**src/rtl/ldpc_cn.sv**
```systemverilog
// ldpc_cn: min-sum check-node processor with one registered output stage.
// Takes six sign-magnitude variable-to-check messages. Each output k gets the
// XOR of the other five signs and the minimum of the other five magnitudes.
// Optional feature macro: CN_OFFSET_EN selects offset min-sum, which subtracts
// OFFSET from every output magnitude and saturates the result at zero.
module ldpc_cn #(
  parameter int W      = 11,
  parameter int OFFSET = 1
) (
  input  logic         clk,
  input  logic         rst,
  input  logic         in_valid,
  input  logic [W-1:0] msg_in_1,
  input  logic [W-1:0] msg_in_2,
  input  logic [W-1:0] msg_in_3,
  input  logic [W-1:0] msg_in_4,
  input  logic [W-1:0] msg_in_5,
  input  logic [W-1:0] msg_in_6,
  output logic         out_valid,
  output logic [W-1:0] msg_out_1,
  output logic [W-1:0] msg_out_2,
  output logic [W-1:0] msg_out_3,
  output logic [W-1:0] msg_out_4,
  output logic [W-1:0] msg_out_5,
  output logic [W-1:0] msg_out_6
);

  localparam int M = W - 1;

  // An offset that does not fit in the magnitude field is meaningless
  if (OFFSET < 0 || OFFSET >= (1 << M)) begin : g_bad_offset
    $error("ldpc_cn: OFFSET must fit in W-1 unsigned bits");
  end

  logic [M-1:0] mag [6];
  logic [5:0]   sgn;
  logic [M-1:0] min1;
  logic [M-1:0] min2;
  logic [2:0]   idx;
  logic         s_all;
  logic [W-1:0] nxt [6];
  logic [W-1:0] msg_q [6];

  assign mag[0] = msg_in_1[M-1:0];
  assign mag[1] = msg_in_2[M-1:0];
  assign mag[2] = msg_in_3[M-1:0];
  assign mag[3] = msg_in_4[M-1:0];
  assign mag[4] = msg_in_5[M-1:0];
  assign mag[5] = msg_in_6[M-1:0];
  assign sgn    = {msg_in_6[W-1], msg_in_5[W-1], msg_in_4[W-1],
                   msg_in_3[W-1], msg_in_2[W-1], msg_in_1[W-1]};

  // The -0 inputs keep their sign bit here, so they still flip the parity
  assign s_all = ^sgn;

  // Smallest magnitude and its position; strict compare keeps the lowest index on ties
  always_comb begin
    min1 = mag[0];
    idx  = 3'd0;
    for (int k = 1; k < 6; k++) begin
      if (mag[k] < min1) begin
        min1 = mag[k];
        idx  = 3'(k);
      end
    end
  end

  // Second minimum: smallest of the five inputs other than idx, equals min1 on a tie
  always_comb begin
    min2 = '1;
    for (int k = 0; k < 6; k++) begin
      if (3'(k) != idx && mag[k] < min2) begin
        min2 = mag[k];
      end
    end
  end

  // Per-output magnitude select, optional offset, sign, and zero normalization
  always_comb begin
    logic [M-1:0] omag;
    logic         osgn;
    omag = '0;
    osgn = 1'b0;
    for (int k = 0; k < 6; k++) begin
      omag = (3'(k) == idx) ? min2 : min1;
`ifdef CN_OFFSET_EN
      omag = (omag > M'(OFFSET)) ? (omag - M'(OFFSET)) : '0;
`endif
      osgn   = s_all ^ sgn[k];
      nxt[k] = (omag == '0) ? '0 : {osgn, omag};
    end
  end

  // Output register bank: capture on in_valid, otherwise hold; reset clears everything
  always_ff @(posedge clk or posedge rst) begin
    if (rst) begin
      out_valid <= 1'b0;
      for (int k = 0; k < 6; k++) begin
        msg_q[k] <= '0;
      end
    end else begin
      out_valid <= in_valid;
      if (in_valid) begin
        for (int k = 0; k < 6; k++) begin
          msg_q[k] <= nxt[k];
        end
      end
    end
  end

  assign msg_out_1 = msg_q[0];
  assign msg_out_2 = msg_q[1];
  assign msg_out_3 = msg_q[2];
  assign msg_out_4 = msg_q[3];
  assign msg_out_5 = msg_q[4];
  assign msg_out_6 = msg_q[5];

endmodule

```
**config.mk**
```make
export PLATFORM = sky130hd
export DESIGN_NAME = ldpc_cn
export DESIGN_NICKNAME = d
export VERILOG_FILES = /design/src/rtl/ldpc_cn.sv
export SDC_FILE = /design/constraint.sdc
export NUM_CORES = 1
export LEC_CHECK = 0
export CAP_MARGIN = 20
export CORE_UTILIZATION = 55
export CTS_CLUSTER_DIAMETER = 30
export CTS_CLUSTER_SIZE = 30
export DETAILED_ROUTE_END_ITERATION = 12
export GPL_TIMING_DRIVEN = 0
export HOLD_SLACK_MARGIN = 0.02
export PLACE_DENSITY = 0.83
export SYNTH_ARGS = -nofsm -noshare
export SYNTH_HDL_FRONTEND = slang
export SYNTH_SLANG_ARGS = --single-unit
```
**constraint.sdc**
```tcl
create_clock -name clk -period 2.5 [get_ports clk]
set_input_delay 0.375 -clock clk [delete_from_list [all_inputs] [get_ports clk]]
set_output_delay 0.375 -clock clk [all_outputs]
set_load 0.01 [all_outputs]
```
==> flow_metrics.env, run 1 <==
export IMPL_synthMuxAreaShare_pct=8.474
export IMPL_postGrtWorstEndpoint="msg_out_4[10]$_DFFE_PP0P_/D"
export IMPL_synth_avg_cell_area_um2=7.725
export IMPL_synthTopCellsByArea="dfrtp_1, ha_1, nor2_1"
export IMPL_die_w_um=118.8
export IMPL_yosysSeqAreaShare_pct=22.35
export IMPL_yosys_area_share_simple_pct=21.67
export IMPL_synth_cells=971
export IMPL_synth_top_area_cell="dfrtp_1"
export IMPL_async_flop_share_pct=100.0
export IMPL_placed_area_um2=9793
export IMPL_ys_seq_elements=67
export IMPL_clockRootBuffer="clkbuf_16"
export IMPL_synth_cell_type_count=79
export IMPL_h_tree_depth=3
export IMPL_synthXorXnorAreaFrac_pct=1.401
export IMPL_grt_max_degree=45
export IMPL_start_util_pct=56.42
export IMPL_clock_path_buffers=2
export IMPL_rows=42
export IMPL_hpwl_um=21340
export IMPL_synth_edf_count=0
export IMPL_die_h_um=118.8
export IMPL_gp_congestion=1.000
export IMPL_io_pins=136
export IMPL_synthAdderAreaFrac_pct=13.78
export IMPL_worst_endpoint_kind="register input"
export IMPL_stop_stage="global routing (5_1_grt)"
export IMPL_portBuffers=135
export IMPL_status="aborted with a tool error"
export IMPL_synth_area_um2=7501
export IMPL_yosysTopAreaCellShare_pct=22.35
export IMPL_cts_sinks=67
export IMPL_syn_nets=1121
export IMPL_synth_flop_cell="dfrtp_1"
export IMPL_cts_buffers=9
export IMPL_error_line="[ERROR DPL-0038] Utilization greater than 100%, impossible to legalize"
export IMPL_synth_compound_area_share_pct=27.92
export IMPL_yosysWarnings=0
export IMPL_synth_top_family_by_area="compound AO/OA/AOI/OAI gates"
cells in the mapped netlist, types with 15 or more instances:
cell and count:
a21o_1 28, a21oi_1 85, a221oi_1 15, clkbuf_1 32, dfrtp_1 67, ha_1 81, inv_1 45, mux2_2 30
mux2i_1 26, nand2_1 95, nand3_1 17, nand4_1 17, nor2_1 122, nor3_1 18, o21ai_0 71
logic make-up after synthesis:
group | count (synthesis)
AND/OR/NAND/NOR | 348
AO/OA/AOI/OAI | 317
buffers and inverters | 86
adder cells (fa/ha/maj) | 83
flip-flops | 67
multiplexers | 58
XOR/XNOR | 12
through the flow:
stage	utilization (%)	instances	TNS, ns	hold slack, ns	setup WS [ns]
4_1_cts	92.85	1429	-1071.31	0.4747	-16.76
3_5_place_dp	73.66	1283	-1271.64	0.4744	-20.10
3_3_place_gp	73.51	1282	-1289.64	0.4897	-19.75
2_1_floorplan	-	971	-1011.99	0.4064	-15.85
timing repair:
item                       in CTS
resized for setup             339
setup endpoints to repair      66
pin swaps                     128
setup buffers                 137
cloned                          6
hold buffers                    0
==> inputs of run 2 (changes only) <==
- CORE_UTILIZATION: 55 -> 40
- CTS_CLUSTER_DIAMETER: 30 -> unset
- CTS_CLUSTER_SIZE: 30 -> unset
- HOLD_SLACK_MARGIN: 0.02 -> unset
- PLACE_DENSITY: 0.83 -> unset
- PLACE_DENSITY_LB_ADDON: unset -> 0.15
==> run 2 against run 1 <==
The flow now finishes, with violations (setup timing). Synthesized area unchanged. Synthesized cell count unchanged.
==> flow_metrics.env, run 2 <==
export IMPL_clock_path_buffers=2
export IMPL_worstPathRequired_ns=2.76
export IMPL_syn_nets=1121
export IMPL_clk_latency_ns=0.33
export IMPL_setup_violations_final=66
export IMPL_finalHoldViolations=0
export IMPL_cp_slowest_stage_delay_ns=0.55
export IMPL_synth_area_um2=7501
export IMPL_worstRegToRegCells=2
export IMPL_layout_drive_gt1_share_pct=40.89
export IMPL_synth_avg_cell_area_um2=7.725
export IMPL_drtIter0Drc=962
export IMPL_power_frac_clock_pct=6.8
export IMPL_synth_cells=971
export IMPL_slew_violations=0
export IMPL_hp_class="flip-flop to flip-flop"
export IMPL_clockRootBuffer="clkbuf_16"
export IMPL_routed_wirelength_um=33380
export IMPL_layout_cells_most_common="buf_4"
export IMPL_hpwl_um=21910
export IMPL_rrSetupSlack_ns=1.67
export IMPL_via_count=9441
export IMPL_fill_cells=1296
export IMPL_grt_first_pass_wirelength_um=49060
export IMPL_wl_met1_um=13890
export IMPL_placed_area_um2=9842
export IMPL_end_kind="flip-flop"
export IMPL_first_pass_iters=7
export IMPL_path_max_fanout=7
export IMPL_core_region_area_um2=18150
export IMPL_synth_edf_count=0
export IMPL_power_switching_mw=9.685
export IMPL_power_leakage_nw=5.486
export IMPL_p_seq_share_pct=9.6
export IMPL_rows=49
export IMPL_die_w_um=138.9
export IMPL_violations="setup timing"
export IMPL_portBuffers=135
export IMPL_ir_drop_mv=1.308
export IMPL_power_frac_comb_pct=83.6
export IMPL_r2r_start="msg_out_6[10]"
export IMPL_routed_via_density=6.281
export IMPL_cap_viol_max_count=0
export IMPL_status="finished, violations left"
export IMPL_place_ws_ns=-20.05
export IMPL_cp_start_kind="primary input"
export IMPL_yosysTopAreaCellShare_pct=22.35
export IMPL_drc=0
export IMPL_overflow=0
export IMPL_cts_buffers=9
export IMPL_hold_depth=1
export IMPL_area_growth_synth_to_final_pct=73.94
export IMPL_diodes=0
export IMPL_synth_cell_type_count=79
export IMPL_fin_skew_ns=0
export IMPL_stdcell_area_um2=13050
export IMPL_power_total_mw=20.25
export IMPL_io_pins=136
export IMPL_p_sw_share_pct=47.84
export IMPL_crit_arrival_ns=19.77
export IMPL_path_class="primary input to flip-flop"
export IMPL_cts_hold_buf=0
export IMPL_period_needed_ns=19.52
export IMPL_r2r_end="msg_out_6[10]"
export IMPL_hold_path_startpoint="msg_out_5[1]"
export IMPL_die_h_um=138.9
export IMPL_fin_nets=1421
export IMPL_synth_flop_cell="dfrtp_1"
export IMPL_synth_top_area_cell="dfrtp_1"
export IMPL_cpMostUsedCell="a21o_1"
export IMPL_cts_tree="yes"
export IMPL_rsz0062_at_grt="true"
export IMPL_fin_crit_sh_pct=780.7
export IMPL_dieArea_um2=19300
export IMPL_clk_pin_slew_ns=0.06
export IMPL_crit_path_top_delay_cell="or4_4"
export IMPL_final_cells=1503
export IMPL_h_tree_depth=3
export IMPL_fin_ws_ns=-17.02
export IMPL_cts_sinks=67
export IMPL_wl_met3_um=2810
export IMPL_tightestPinTransition_ns=0.9972
export IMPL_yosysWarnings=0
export IMPL_ant_nets=0
export IMPL_grt_use_total_pct=32.29
export IMPL_grt_max_degree=68
export IMPL_synth_most_common_cell="nor2_1"
export IMPL_post_route_util_pct=71.90
export IMPL_gp_congestion=0.9963
export IMPL_grt_pass1_vias=9031
export IMPL_synthTopCellsByCount="nor2_1, nand2_1, a21oi_1, ha_1, o21ai_0"
export IMPL_start_util_pct=41.33
export IMPL_async_flop_share_pct=100.0
export IMPL_ys_seq_elements=67
export IMPL_most_common_layout_cells="buf_4, clkdlybuf4s50_1, nor2_1"
export IMPL_totalNegativeSetupSlack_ns=-1090.30
export IMPL_whs_ns=0.4825
export IMPL_highest_layer="met5"
export IMPL_routedWlPerCell_um=22.21
export IMPL_min_to="msg_out_5[1]"
export IMPL_p_int_mw=10.56
export IMPL_max_slew_margin_rel_pct=32.92
export IMPL_antenna_found_initial=1
export IMPL_yosysSeqAreaShare_pct=22.35
export IMPL_power_density_nw_per_um2=1552
export IMPL_dp_cells=1335
export IMPL_synthTopCellsByArea="dfrtp_1, ha_1, nor2_1"
export IMPL_clock_fmax_ghz=0.05123
export IMPL_wl_met2_um=15150
export IMPL_critPathTopFamily="compound AO/OA/AOI/OAI gates"
export IMPL_critical_path_buf_inv_count=15
==> run 2: power by group through the flow <==
stage / Clock (mW) / Sequential (mW) / Combinational [mW]
2_1_floorplan: 0 / 2.13 / 6.63
3_3_place_gp: 0 / 1.94 / 10.1
3_5_place_dp: 0 / 1.94 / 10.2
4_1_cts: 1.38 / 1.93 / 14.4
5_1_grt: 1.44 / 2.00 / 17.7
6_report: 1.38 / 1.94 / 16.9
==> run 2: cell families after synthesis <==
family | after synthesis | synth area share [%]
xor+xnor | 12 | 1.401
compound gates | 317 | 27.92
flops | 67 | 22.35
simple gates | 348 | 21.67
buf+inv | 86 | 4.404
fa+ha+maj | 83 | 13.78
mux | 58 | 8.474
==> run 2: metal layers <==
| layer | up-vias | track usage [%] |
|---|---|---|
| li1 | 4225 | - |
| met1 | 4557 | 42.82 |
| met2 | 524 | 51.17 |
| met3 | 133 | 7.735 |
| met4 | 2 | 11.29 |
| met5 | - | 0 |
==> run 2: worst register-to-register path: cells and delay by family, from the launching register on <==
kind | cells | cell delay [ns]
flip-flops | 1 | 0.39
AND/OR/NAND/NOR | 1 | 0.13
AO/OA/AOI/OAI | 1 | 0.20
==> run 2: worst max-delay path by stage <==
| stage | start | slack (ns) | endpoint | cells past startpoint |
|---|---|---|---|---|
| after CTS | msg_in_1[7] | -16.58 | msg_out_5[10] | 108 |
| after global placement | msg_in_1[4] | -20.06 | msg_out_5[10] | 106 |
| after floorplan | msg_in_2[7] | -15.85 | msg_out_3[10] | 106 |
| final | msg_in_1[1] | -17.02 | msg_out_3[10] | 108 |
| after global routing | msg_in_1[9] | -17.68 | msg_out_2[10] | 109 |
| after detailed placement | msg_in_1[4] | -20.05 | msg_out_5[10] | 102 |
==> run 2: layout make-up <==
class | count | area, µm² | area share (%)
multi-input combinational | 819 | 7552 | 57.88
inverter | 47 | 201.4 | 1.544
clock buffer | 12 | 256.5 | 1.966
buffer | 38 | 325.3 | 2.493
timing repair buffer | 289 | 2689 | 20.61
tap | 229 | 286.5 | 2.196
clock inverter | 2 | 60.06 | 0.4603
sequential | 67 | 1677 | 12.85
==> run 2: timing repair <==
item                                    in CTS  in global routing
setup buffers                              106                 51
endpoints found under the setup margin      66                 66
pin swaps                                  109                128
gates cloned                                 6                  0
gates resized for setup                    298                155
Power figures use the tool's default switching activity.
==> inputs of run 3 (changes only) <==
- ABC_AREA: unset -> 1
- CTS_BUF_LIST: unset -> sky130_fd_sc_hd__clkbuf_16
==> run 3 against run 2 <==
Critical endpoint unchanged. Sequential cell count unchanged. Largest power group unchanged. Clock skew unchanged. Final area down 6.1%. Routed wire length down 13%. Sequential share of layout area up 0.83 points. Clock power about the same. Via count down 2.2%. First-iteration DRC count down 35%. Worst hold slack worse by 0.013 ns. The run still ends with setup timing left.
==> flow_metrics.env, run 3 <==
export IMPL_start_util_pct=41.30
export IMPL_layout_drive_gt1_share_pct=36.68
export IMPL_fin_ws_ns=-11.76
export IMPL_multi_input_area_um2=6434
export IMPL_setup_violations_final=66
export IMPL_cp_start_kind="primary input"
export IMPL_cts_tree="yes"
export IMPL_core_region_area_um2=17420
export IMPL_violations="setup timing"
export IMPL_fin_nets=1609
export IMPL_ir_drop_mv=0.7389
export IMPL_clk_pin_slew_ns=0.05
export IMPL_worstPathRequired_ns=2.72
export IMPL_status="finished, violations left"
export IMPL_syn_nets=1288
export IMPL_clock_fmax_ghz=0.07013
export IMPL_r2r_start="msg_out_6[8]"
export IMPL_cap_viol_max_count=0
export IMPL_most_common_layout_cells="nand2_1, buf_4, clkdlybuf4s50_1"
export IMPL_power_leakage_nw=5.940
export IMPL_die_w_um=136.1
export IMPL_synth_most_common_cell="nand2_1"
export IMPL_rows=48
export IMPL_end_kind="flip-flop"
export IMPL_synth_cell_type_count=40
export IMPL_rrSetupSlack_ns=1.80
export IMPL_gp_congestion=0.9060
export IMPL_drc=0
export IMPL_seqCellArea_um2=1677
export IMPL_ant_nets=0
export IMPL_diodes=0
export IMPL_synthTopCellsByArea="dfrtp_1, nand2_1, ha_1"
export IMPL_die_h_um=136.1
export IMPL_yosysWarnings=0
export IMPL_routed_wirelength_um=28870
export IMPL_synth_top_area_cell="dfrtp_1"
export IMPL_routedWlPerCell_um=17.10
export IMPL_path_class="primary input to flip-flop"
export IMPL_crit_arrival_ns=14.48
export IMPL_hpwl_um=19020
export IMPL_yosysSeqAreaShare_pct=23.31
export IMPL_clock_path_buffers=2
export IMPL_r2r_end="msg_out_6[8]"
export IMPL_whs_ns=0.4692
export IMPL_yosysTopAreaCellShare_pct=23.31
export IMPL_dieArea_um2=18520
export IMPL_worstRegToRegCells=2
export IMPL_cts_buffers=9
export IMPL_area_growth_synth_to_final_pct=70.34
export IMPL_rsz0062_at_grt="true"
export IMPL_synth_flop_cell="dfrtp_1"
export IMPL_fin_skew_ns=0
export IMPL_via_count=9231
export IMPL_finalHoldViolations=0
export IMPL_min_to="msg_out_5[10]"
export IMPL_drtIter0Drc=624
export IMPL_clk_latency_ns=0.33
export IMPL_post_route_util_pct=70.35
export IMPL_power_density_nw_per_um2=1287
export IMPL_crit_path_top_delay_cell="o21ai_1"
export IMPL_antenna_found_initial=0
export IMPL_hold_depth=2
export IMPL_synth_area_um2=7193
export IMPL_tightestPinTransition_ns=0.8321
export IMPL_hp_class="flip-flop to flip-flop"
export IMPL_synthTopCellsByCount="nand2_1, o21ai_0, inv_1, nand3_1, ha_1"
export IMPL_grt_first_pass_wirelength_um=43260
export IMPL_synth_avg_cell_area_um2=6.321
export IMPL_ys_seq_elements=67
export IMPL_fin_crit_sh_pct=570.3
export IMPL_grt_use_total_pct=29.82
export IMPL_totalNegativeSetupSlack_ns=-758.82
export IMPL_period_needed_ns=14.26
export IMPL_clockRootBuffer="clkbuf_16"
export IMPL_layout_cells_most_common="nand2_1"
export IMPL_path_max_fanout=7
export IMPL_cts_hold_buf=0
export IMPL_fill_cells=1342
export IMPL_first_pass_iters=6
export IMPL_cp_slowest_stage_delay_ns=0.34
export IMPL_portBuffers=135
export IMPL_synth_edf_count=0
export IMPL_grt_pass1_vias=8732
export IMPL_cts_sinks=67
export IMPL_grt_max_degree=68
export IMPL_overflow=0
export IMPL_synth_cells=1138
export IMPL_place_ws_ns=-14.03
export IMPL_async_flop_share_pct=100.0
export IMPL_h_tree_depth=3
export IMPL_slew_violations=0
export IMPL_io_pins=136
export IMPL_routed_via_density=5.465
export IMPL_hold_path_startpoint="msg_out_5[10]"
export IMPL_max_slew_margin_rel_pct=44.53
export IMPL_cpMostUsedCell="nand2_4"
## run 3: cell count changes after synthesis, moves of 52 or more
cell     before  now
a21oi_1      85   33
o21ai_0      71  125
nand3_1      17  102
nand2_1      95  412
nor2_1      122   53
inv_1        45  105
## run 3: area by class of cell
type	count	area share, %
Buffer	36	2.716
Clock buffer	9	1.838
Clock inverter	7	0.7556
Inverter	113	3.717
Multi-Input combinational cell	922	52.51
Sequential cell	67	13.68
Tap cell	225	2.298
Timing Repair Buffer	310	22.49
## run 3: worst max-delay path by stage
stage                     slack, ns        start       endpoint  depth (start not counted)
final                        -11.76  msg_in_1[7]  msg_out_3[10]                        108
after global routing         -12.73  msg_in_1[3]  msg_out_3[10]                        116
after CTS                    -11.12  msg_in_1[9]  msg_out_3[10]                        119
after detailed placement     -14.03  msg_in_2[9]  msg_out_3[10]                        111
after global placement       -13.85  msg_in_1[9]  msg_out_3[10]                        110
after floorplan              -10.54  msg_in_1[8]  msg_out_3[10]                        122
## run 3: per-layer routing
| metal | up-vias | track usage, % | share of wire (%) |
|---|---|---|---|
| met5 | - | 0 | 0 |
| met4 | 0 | 15.86 | 5.1 |
| met3 | 111 | 3.990 | 5.9 |
| met2 | 417 | 51.92 | 49 |
| met1 | 4296 | 35.41 | 40 |
| li1 | 4407 | - | - |
## run 3: logic make-up after synthesis
group | count (synthesis) | share of synthesized area (%)
AND/OR/NAND/NOR | 631 | 38.01
AO/OA/AOI/OAI | 205 | 15.22
buffers and inverters | 149 | 8.767
adder cells (fa/ha/maj) | 81 | 14.09
flip-flops | 67 | 23.31
XOR/XNOR | 5 | 0.6089
## run 3: worst max-delay path: cells and delay by family
kind                     cells  cell delay (ns)
buffers and inverters       22             2.68
AO/OA/AOI/OAI               27             3.81
AND/OR/NAND/NOR             49             5.08
adder cells (fa/ha/maj)     10             2.50
## run 3: stage by stage
stage	instances	cell area, µm²	total power [mW]
6_report	1689	12250	15.77
5_1_grt	1689	12250	16.70
4_1_cts	1649	11310	13.63
3_5_place_dp	1498	9129	9.476
3_3_place_gp	1498	9126	9.378
2_1_floorplan	1138	7493	6.708
## run 3: report_power, final
part / switching [mW] / internal, mW / total (mW) / leakage, nW
clock: 0.489 / 0.869 / 1.36 / 0.149
combinational: 6.89 / 5.63 / 12.5 / 4.98
sequential: 0.305 / 1.59 / 1.90 / 0.816
total: 7.68 / 8.09 / 15.8 / 5.94
## run 3: timing repair
item | in CTS | in global routing
setup endpoints to repair | 66 | 66
cloned | 9 | 0
resized for setup | 317 | 168
pin swaps | 100 | 139
setup buffers | 127 | 41
==> inputs of run 4 (changes only) <==
- CELL_PAD_IN_SITES_DETAIL_PLACEMENT: unset -> 1
- CELL_PAD_IN_SITES_GLOBAL_PLACEMENT: unset -> 1
- CORE_UTILIZATION: 40 -> 24
==> run 4 against run 3 <==
The flow finishes with violations (DRC, setup timing). Count of clock-buffer cells in the layout unchanged. Sequential cell count unchanged. Critical path type unchanged. Combinational power up 14%. Setup slack better by 0.17 ns.
==> flow_metrics.env, run 4 (same netlist as run 3, synthesis figures left out) <==
export IMPL_status="finished, violations left"
export IMPL_violations="DRC, setup timing"
export IMPL_cp_start_kind="primary input"
export IMPL_ir_drop_mv=0.4934
export IMPL_clk_pin_slew_ns=0.05
export IMPL_io_pins=136
export IMPL_path_class="primary input to flip-flop"
export IMPL_grt_first_pass_wirelength_um=50180
export IMPL_drtIter0Drc=391
export IMPL_cap_viol_max_count=0
export IMPL_start_util_pct=24.33
export IMPL_ant_nets=0
export IMPL_grt_use_total_pct=21.02
export IMPL_met2_usage_pct=38.62
export IMPL_path_max_fanout=8
export IMPL_die_w_um=175.1
export IMPL_totalNegativeSetupSlack_ns=-744.42
export IMPL_most_common_layout_cells="nand2_1, buf_4, clkdlybuf4s50_1"
export IMPL_routed_via_density=4.863
export IMPL_via_count=9021
export IMPL_setup_violations_final=66
export IMPL_overflow=0
export IMPL_grt_pass1_vias=9114
export IMPL_cp_slowest_stage_delay_ns=0.30
export IMPL_clock_fmax_ghz=0.07099
export IMPL_layout_drive_gt1_share_pct=42.25
export IMPL_core_region_area_um2=29560
export IMPL_grt_met3_usage_pct=1.436
export IMPL_tightestPinTransition_ns=1.071
export IMPL_antenna_found_initial=0
export IMPL_clk_latency_ns=0.33
export IMPL_fin_skew_ns=0
export IMPL_dieArea_um2=30670
export IMPL_first_pass_iters=8
export IMPL_clock_path_buffers=2
export IMPL_end_kind="flip-flop"
export IMPL_crit_path_top_delay_cell="ha_4"
export IMPL_area_growth_synth_to_final_pct=83.93
export IMPL_h_tree_depth=3
export IMPL_crit_arrival_ns=14.31
export IMPL_hp_class="primary input to async pin"
export IMPL_fill_cells=3506
export IMPL_place_ws_ns=-14.76
export IMPL_clockRootBuffer="clkbuf_16"
export IMPL_max_slew_margin_rel_pct=28.36
export IMPL_hpwl_um=24040
export IMPL_fin_ws_ns=-11.59
export IMPL_drc=2
export IMPL_cts_sinks=67
export IMPL_cts_buffers=9
export IMPL_cts_tree="yes"
export IMPL_dp_cells=1664
export IMPL_grt_use_met1_pct=26.39
export IMPL_routedWlPerCell_um=18.10
export IMPL_rsz0062_at_grt="true"
export IMPL_rows=63
export IMPL_diodes=0
export IMPL_final_cells=1855
export IMPL_grt_busiest_layer="met2"
export IMPL_layout_cells_most_common="nand2_1"
export IMPL_cpMostUsedCell="nand2_4"
export IMPL_power_density_nw_per_um2=1318
export IMPL_power_leakage_nw=6.114
export IMPL_slew_violations=0
export IMPL_die_h_um=175.1
export IMPL_portBuffers=135
export IMPL_fin_crit_sh_pct=563.5
export IMPL_period_needed_ns=14.09
export IMPL_routed_wirelength_um=33570
export IMPL_worstPathRequired_ns=2.72
export IMPL_fin_nets=1610
export IMPL_gp_congestion=0.8290
export IMPL_grt_max_degree=68
export IMPL_finalHoldViolations=0
==> run 4: stage by stage <==
| stage | utilization (%) | total power, mW | hold slack, ns | instance area, µm² |
|---|---|---|---|---|
| global route | 44.76 | 18.60 | 0.4887 | 13230 |
| global placement | 31.57 | 9.780 | 0.4647 | 9333 |
| floorplan | - | 6.708 | 0.4064 | 7493 |
| detailed placement | 31.67 | 9.923 | 0.4683 | 9363 |
| CTS | 39.85 | 14.83 | 0.4832 | 11780 |
| finish | 44.76 | 17.44 | 0.4672 | 13230 |
==> run 4: cell type report <==
type	instances	area (µm²)	share of cell area, %
multi-input cells	923	7093	53.61
repair buffers	310	2874	21.72
flip-flops and latches	67	1677	12.67
well taps	390	488.0	3.688
inverters	113	457.9	3.461
plain buffers	36	331.6	2.506
clock buffers	9	225.2	1.702
clock inverters	7	83.83	0.6336
==> run 4: what timing repair did <==
| item | CTS | global route |
|---|---|---|
| gates resized for setup | 414 | 251 |
| setup endpoints to repair | 66 | 66 |
| buffers inserted | 120 | 56 |
| pin swaps | 148 | 155 |
| endpoints found under the hold margin | 0 | 0 |
| cloned | 10 | 0 |
| hold buffers | 0 | 0 |
==> run 4: where the power goes <==
part           internal [mW]  switching [mW]
Combinational           6.42            7.77
Clock                  0.861           0.484
Sequential              1.59           0.309
Total                   8.87            8.56
==> run 4: worst max-delay path: cells and delay by family <==
family	cells	cell delay, ns
buffers and inverters	24	2.68
AO/OA/AOI/OAI	22	3.01
adder cells (fa/ha/maj)	10	2.65
AND/OR/NAND/NOR	57	5.50
==> run 4: final timing paths <==
kind                               startpoint             to  slack [ns]  depth (start not counted)
worst max-delay path              msg_in_1[9]  msg_out_5[10]      -11.59                        113
worst min-delay path                      rst   msg_out_1[0]        0.47                          3
worst max register to register   msg_out_6[5]   msg_out_6[5]        1.75                          2
worst min register to register  msg_out_4[10]  msg_out_4[10]        0.47                          2
max in group asynchronous                 rst   msg_out_6[2]        1.73                          3
min in group clk                msg_out_4[10]  msg_out_4[10]        0.47                          2
==> run 4: routing by layer <==
layer  vias up  share of wire [%]
met5         -                  0
met4         0                2.6
met3        51                2.2
met2       172                 52
met1      4381                 43
li1       4417                  -
